`config.mk`:
```
export PLATFORM = sky130hd
export DESIGN_NAME = countdown_timer_flat
export DESIGN_NICKNAME = d
export VERILOG_FILES = /design/src/rtl/countdown_timer_pkg.sv /design/src/rtl/countdown_timer_if.sv /design/src/rtl/countdown_timer.sv /design/src/flat_wrapper.sv
export SDC_FILE = /design/constraint.sdc
export NUM_CORES = 1
export LEC_CHECK = 0
export BUFFER_PORTS_ARGS = -buffer_cell sky130_fd_sc_hd__buf_2
export CAP_MARGIN = 20
export CELL_PAD_IN_SITES_DETAIL_PLACEMENT = 0
export CELL_PAD_IN_SITES_GLOBAL_PLACEMENT = 1
export CORE_MARGIN = 2
export CORE_UTILIZATION = 42
export CTS_BUF_LIST = sky130_fd_sc_hd__clkbuf_8
export DETAILED_ROUTE_END_ITERATION = 12
export PLACE_DENSITY = 0.86
export REMOVE_ABC_BUFFERS = 1
export SLEW_MARGIN = 25
export SYNTH_ARGS = -nofsm -noshare
export SYNTH_HDL_FRONTEND = slang
export SYNTH_SLANG_ARGS = --single-unit
```
`constraint.sdc`:
```
create_clock -name clk -period 2.3 [get_ports clk]
set_input_delay 0.23 -clock clk [delete_from_list [all_inputs] [get_ports clk]]
set_output_delay 0.23 -clock clk [all_outputs]
set_load 0.005 [all_outputs]
```
`src/rtl/countdown_timer_pkg.sv`:
```
// Shared definitions for the counter/timer family: FSM state encoding
// and a small helper used to derive the busy flag.
package counter_pkg;

  // State encoding kept as plain 2-bit constants so older blocks that
  // compare against raw codes keep working; the unused code 2'd3 falls
  // back to IDLE.
  localparam logic [1:0] ST_IDLE = 2'd0;
  localparam logic [1:0] ST_RUN  = 2'd1;
  localparam logic [1:0] ST_HOLD = 2'd2;

  // A timer is busy while it owns a count in progress (running or paused).
  function automatic logic state_is_busy(input logic [1:0] state);
    return (state == ST_RUN) || (state == ST_HOLD);
  endfunction

endpackage

```
`src/rtl/countdown_timer_if.sv`:
```
// Control/status bundle of the countdown timer. The master side
// (software or a parent FSM) programs and starts the timer; the slave
// side is the timer itself.
interface countdown_timer_if #(
  parameter int N = 8
);
  import counter_pkg::*;

  logic         load_en;
  logic [N-1:0] data_in;
  logic         start;
  logic         hold;
  logic         auto_reload;
  logic [N-1:0] count_out;
  logic         busy;
  logic         tc_pulse;

  modport master (
    output load_en, data_in, start, hold, auto_reload,
    input  count_out, busy, tc_pulse
  );

  modport slave (
    input  load_en, data_in, start, hold, auto_reload,
    output count_out, busy, tc_pulse
  );

endinterface

```
`src/rtl/countdown_timer.sv`:
```
// Loadable N-bit down-counter with pause and optional periodic reload.
// Produces a registered one-cycle terminal-count strobe when a run
// expires. The count never wraps: it only decrements while nonzero.
module countdown_timer
  import counter_pkg::*;
#(
  parameter int N = 8
) (
  input  logic              clk,
  input  logic              reset,
  countdown_timer_if.slave  bus
);

  localparam logic [N-1:0] ONE  = {{(N-1){1'b0}}, 1'b1};
  localparam logic [N-1:0] ZERO = '0;

  logic [1:0]   state_reg,  state_next;
  logic [N-1:0] count_reg,  count_next;
  logic [N-1:0] reload_reg, reload_next;
  logic         tc_reg,     tc_next;

  // Next-state logic; priority is load_en > start > hold > count.
  always_comb begin
    state_next  = state_reg;
    count_next  = count_reg;
    reload_next = reload_reg;
    tc_next     = 1'b0;

    if (bus.load_en) begin
      // A load aborts any run silently and parks the timer in IDLE.
      reload_next = bus.data_in;
      count_next  = bus.data_in;
      state_next  = ST_IDLE;
    end else begin
      case (state_reg)
        ST_IDLE: begin
          if (bus.start) begin
            if (count_reg != ZERO) begin
              // Arm only; the first decrement happens on the next edge.
              state_next = ST_RUN;
            end else begin
              // Nothing to count: expire immediately without going busy.
              tc_next = 1'b1;
            end
          end
        end

        ST_RUN: begin
          if (bus.hold) begin
            state_next = ST_HOLD;
          end else if (count_reg == ONE) begin
            // Terminal edge; auto_reload is only looked at here.
            tc_next = 1'b1;
            if (bus.auto_reload && (reload_reg != ZERO)) begin
              count_next = reload_reg;
            end else begin
              // One-shot, or a zero period that must not spin forever.
              count_next = ZERO;
              state_next = ST_IDLE;
            end
          end else if (count_reg != ZERO) begin
            count_next = count_reg - ONE;
          end else begin
            // Defensive: a zero count has nothing left to run.
            state_next = ST_IDLE;
          end
        end

        ST_HOLD: begin
          // Count frozen; release resumes decrementing on the next edge.
          if (!bus.hold) begin
            state_next = ST_RUN;
          end
        end

        default: begin
          state_next = ST_IDLE;
        end
      endcase
    end
  end

  // Single register bank for state, count, reload value and strobe.
  always_ff @(posedge clk) begin
    if (reset) begin
      state_reg  <= ST_IDLE;
      count_reg  <= ZERO;
      reload_reg <= ZERO;
      tc_reg     <= 1'b0;
    end else begin
      state_reg  <= state_next;
      count_reg  <= count_next;
      reload_reg <= reload_next;
      tc_reg     <= tc_next;
    end
  end

  // Outputs: count and strobe straight from registers, busy from state.
  always_comb begin
    bus.count_out = count_reg;
    bus.tc_pulse  = tc_reg;
    bus.busy      = state_is_busy(state_reg);
  end

endmodule

```
`src/flat_wrapper.sv`:
```
// flat-port wrapper written by rule: the top's interface ports become plain ports
module countdown_timer_flat import counter_pkg::*;
#(
  parameter int N = 8
)
  (clk, reset, bus_load_en, bus_data_in, bus_start, bus_hold, bus_auto_reload, bus_count_out, bus_busy, bus_tc_pulse);
  countdown_timer_if #(.N(N)) bus_i ();
  input  logic clk;
  input  logic reset;
  input wire logic [$bits(bus_i.load_en)-1:0] bus_load_en;
  input wire logic [$bits(bus_i.data_in)-1:0] bus_data_in;
  input wire logic [$bits(bus_i.start)-1:0] bus_start;
  input wire logic [$bits(bus_i.hold)-1:0] bus_hold;
  input wire logic [$bits(bus_i.auto_reload)-1:0] bus_auto_reload;
  output wire logic [$bits(bus_i.count_out)-1:0] bus_count_out;
  output wire logic [$bits(bus_i.busy)-1:0] bus_busy;
  output wire logic [$bits(bus_i.tc_pulse)-1:0] bus_tc_pulse;
  assign bus_i.load_en = bus_load_en;
  assign bus_i.data_in = bus_data_in;
  assign bus_i.start = bus_start;
  assign bus_i.hold = bus_hold;
  assign bus_i.auto_reload = bus_auto_reload;
  assign bus_count_out = bus_i.count_out;
  assign bus_busy = bus_i.busy;
  assign bus_tc_pulse = bus_i.tc_pulse;
  countdown_timer #(.N(N)) u_core (.clk(clk), .reset(reset), .bus(bus_i));
endmodule
```
==> metrics <==
TritonCTS clock tree yes; nature of the critical path endpoint flop; post-synthesis cell type count 43; cell area after technology mapping 1240 um2; aggregate global routing overflow 0; Setup TNS Final 0 ns; final layout net count 191; Critical Path, Cell by Cell or4_4 -> o31a_1 -> a221oi_4 -> a21oi_1 -> a211oi_2; DPL Wire Length 2.30 mm; final-report setup violation count 0; insertion delay of the later-clocked pin in the worst-skew pair 0.27 ns; number of enable flip-flop cells after synthesis 0; number of warning messages in the yosys log 0; Post-Synthesis Mean Instance Area 8.51 um2; # Max-Cap Violations 0; area occupied by registers 380 um2; post-layout util 51.6%; iteration count of the initial detailed-routing pass 4; Hold Path Stages 3; design area 1440 um2; startpoint-to-endpoint class of the critical path reg2reg; startpoint types flop; TritonCTS buffer count 3; IO Count 24; leakage component of the power 0.619 nW; number of fill cells in the layout 287; effective utilization at floorplan 44.7%; gate count after technology mapping 146; number of antenna-violating nets in the routed design 0; Global Route Usage Sum 19.8%; Placed Cells incl. Taps 196; final routed wire length divided by cell count 15.4 um; most instantiated flip-flop cell in the synthesis netlist dfxtp_1; number of standard-cell rows in the floorplan 19; crit path DAT 2.25 ns; die area 3410 um2; Layout area overhead 15.5%; clock tree buffer depth 2; global-route wire length before repair 5.18 mm; Setup WS pre-CTS 0.288 ns; clock input transition at the sequential cells of the worst setup and hold paths 0.09 ns; largest fanout of any net on the critical path 6; tightest slew margin relative to the limit 68.8%; Antenna diodes 0; # port buffers 23; Yosys top cell by area dfxtp_1; die span in x 58.4 um; total number of H-tree levels 1; CORE AREA 2780 um2; power density of the placed cells 587 nW/um2; slowest stage delay, CP 0.62 ns; number of global-route vias before repair 1102; Area contributors post-synth dfxtp_1 (31%), mux2i_1 (7.3%), ha_1 (7.0%); area occupied by multi-input gates 783 um2; via total after detailed routing 1152; gpl congestion 0.818; number of cells traversed by the worst register-to-register path 5; share of Yosys cell area claimed by the top area cell type 30.6%; Final period util 89.5%; standard cell area after detailed placement 1390 um2; sequential fraction of the synthesis area 30.6%; Final min period 2.06 ns; mean number of vias per cell 5.76; flip-flop and latch count after synthesis 19; clock skew after layout 0.0115 ns; initial antenna violation count 0; share of layout cells above drive strength 1 24.3%; total DRC errors in the routed layout 0; run status finished, final reports clean; die height 58.4 um; slew at the pin with the worst max-slew slack 0.468 ns; Post-CTS Resized 0; Root Driver clkbuf_8; required time reported for the critical path endpoint 2.49 ns; final worst setup slack 0.241 ns; max-slew violation count 0; highest-delay cell along the critical path or4_4; largest net degree at the start of global routing 27; share of synthesized flip-flops with an asynchronous set or reset 0%; total detailed-routing wirelength 3.09 mm; Iter 0 DRT Violations 29; unrepaired setup endpoints after global routing no; Hold/Removal Path Class in2reg; CTS Hold Buffers Added 0; Max VDD drop 0.000430 V; buffers inserted during post-CTS setup optimization 0; Sink Count 19; number of hold-slack violations in the final timing report 0; achievable clock frequency 0.486 GHz; number of standard cells in the layout, taps in and fillers out 200
layer usage:
metal	part of all wire (%)	GRT usage [%]
met5	0	0
met4	1.9	9.63
met3	4.1	3.74
met2	48	31.5
met1	46	25.6
cell families after synthesis:
kind of cell	Yosys count	synth area share, %
muxes	9	7.25
xor gates and xnor gates	1	0.705
DFF	19	30.6
AOI/OAI and AO/OA	38	24.2
and+or+nand+nor	53	23.9
buffers and inverters	19	6.34
adders and majority gates	7	7.05
Yosys cell counts, types with 2 or more instances:
library cell,number
o21ai_0,2
and3_1,2
nand2b_1,6
or2_2,3
nor3b_1,2
a311oi_1,2
nor2b_1,3
buf_1,2
o31ai_1,3
inv_1,11
nor4_1,5
ha_1,7
a211oi_1,2
nand2_1,13
a31oi_1,3
mux2i_1,9
dfxtp_1,19
a211o_1,2
nor2_1,13
clkbuf_1,5
a21oi_1,10
layout by cell type (no fill, tap or decap), types with 2 or more instances in the layout:
| cell type | instances |
|---|---|
| a211o_1 | 2 |
| inv_1 | 11 |
| o21ai_0 | 2 |
| nor4_1 | 5 |
| or2_2 | 3 |
| a311oi_1 | 2 |
| a211oi_1 | 2 |
| a21oi_1 | 10 |
| nor3b_1 | 2 |
| buf_4 | 4 |
| a31oi_1 | 3 |
| nor2b_1 | 3 |
| nand2_1 | 13 |
| mux2i_1 | 9 |
| ha_1 | 7 |
| and3_1 | 2 |
| buf_2 | 23 |
| clkbuf_8 | 3 |
| nand2b_1 | 6 |
| o31ai_1 | 3 |
| dfxtp_1 | 19 |
| nor2_1 | 13 |
metrics by stage:
stage,hold slack (ns),power [mW]
floorplan,0.299,0.517
global placement,0.478,0.590
detailed placement,0.496,0.596
CTS,0.215,0.839
global route,0.232,0.882
finish,0.205,0.842
layout make-up:
cell class / count / area share (%)
clock buffers: 3 / 2.88
clock inverters: 1 / 0.349
inverters: 11 / 2.88
multi-input cells: 108 / 54.6
flip-flops and latches: 19 / 26.5
well taps: 31 / 2.70
repair buffers: 27 / 10.1
critical path, delay by kind of cell (launching register included):
family,cells,cell delay [ns]
and+or+nand+nor,1,0.62
AOI/OAI and AO/OA,4,1.00
DFF,1,0.37
power breakdown:
part / internal [mW] / switching (mW) / leakage [nW]
logic: 0.0944 / 0.122 / 0.436
clock network: 0.121 / 0.128 / 0.0255
registers: 0.350 / 0.0255 / 0.157
worst paths after layout:
kind / from / endpoint / slack, ns
worst max-delay path: u_core.bus.count_out[2]$_SDFFE_PP0P_ / u_core.state_reg[0]$_SDFFE_PP0P_ / 0.24
worst min-delay path: bus_data_in[2] / u_core.reload_reg[2]$_SDFFE_PP0P_ / 0.20
worst max register to register: u_core.bus.count_out[2]$_SDFFE_PP0P_ / u_core.state_reg[0]$_SDFFE_PP0P_ / 0.24
worst min register to register: u_core.reload_reg[1]$_SDFFE_PP0P_ / u_core.reload_reg[1]$_SDFFE_PP0P_ / 0.51
No activity file was read; power rests on OpenSTA's default activity.
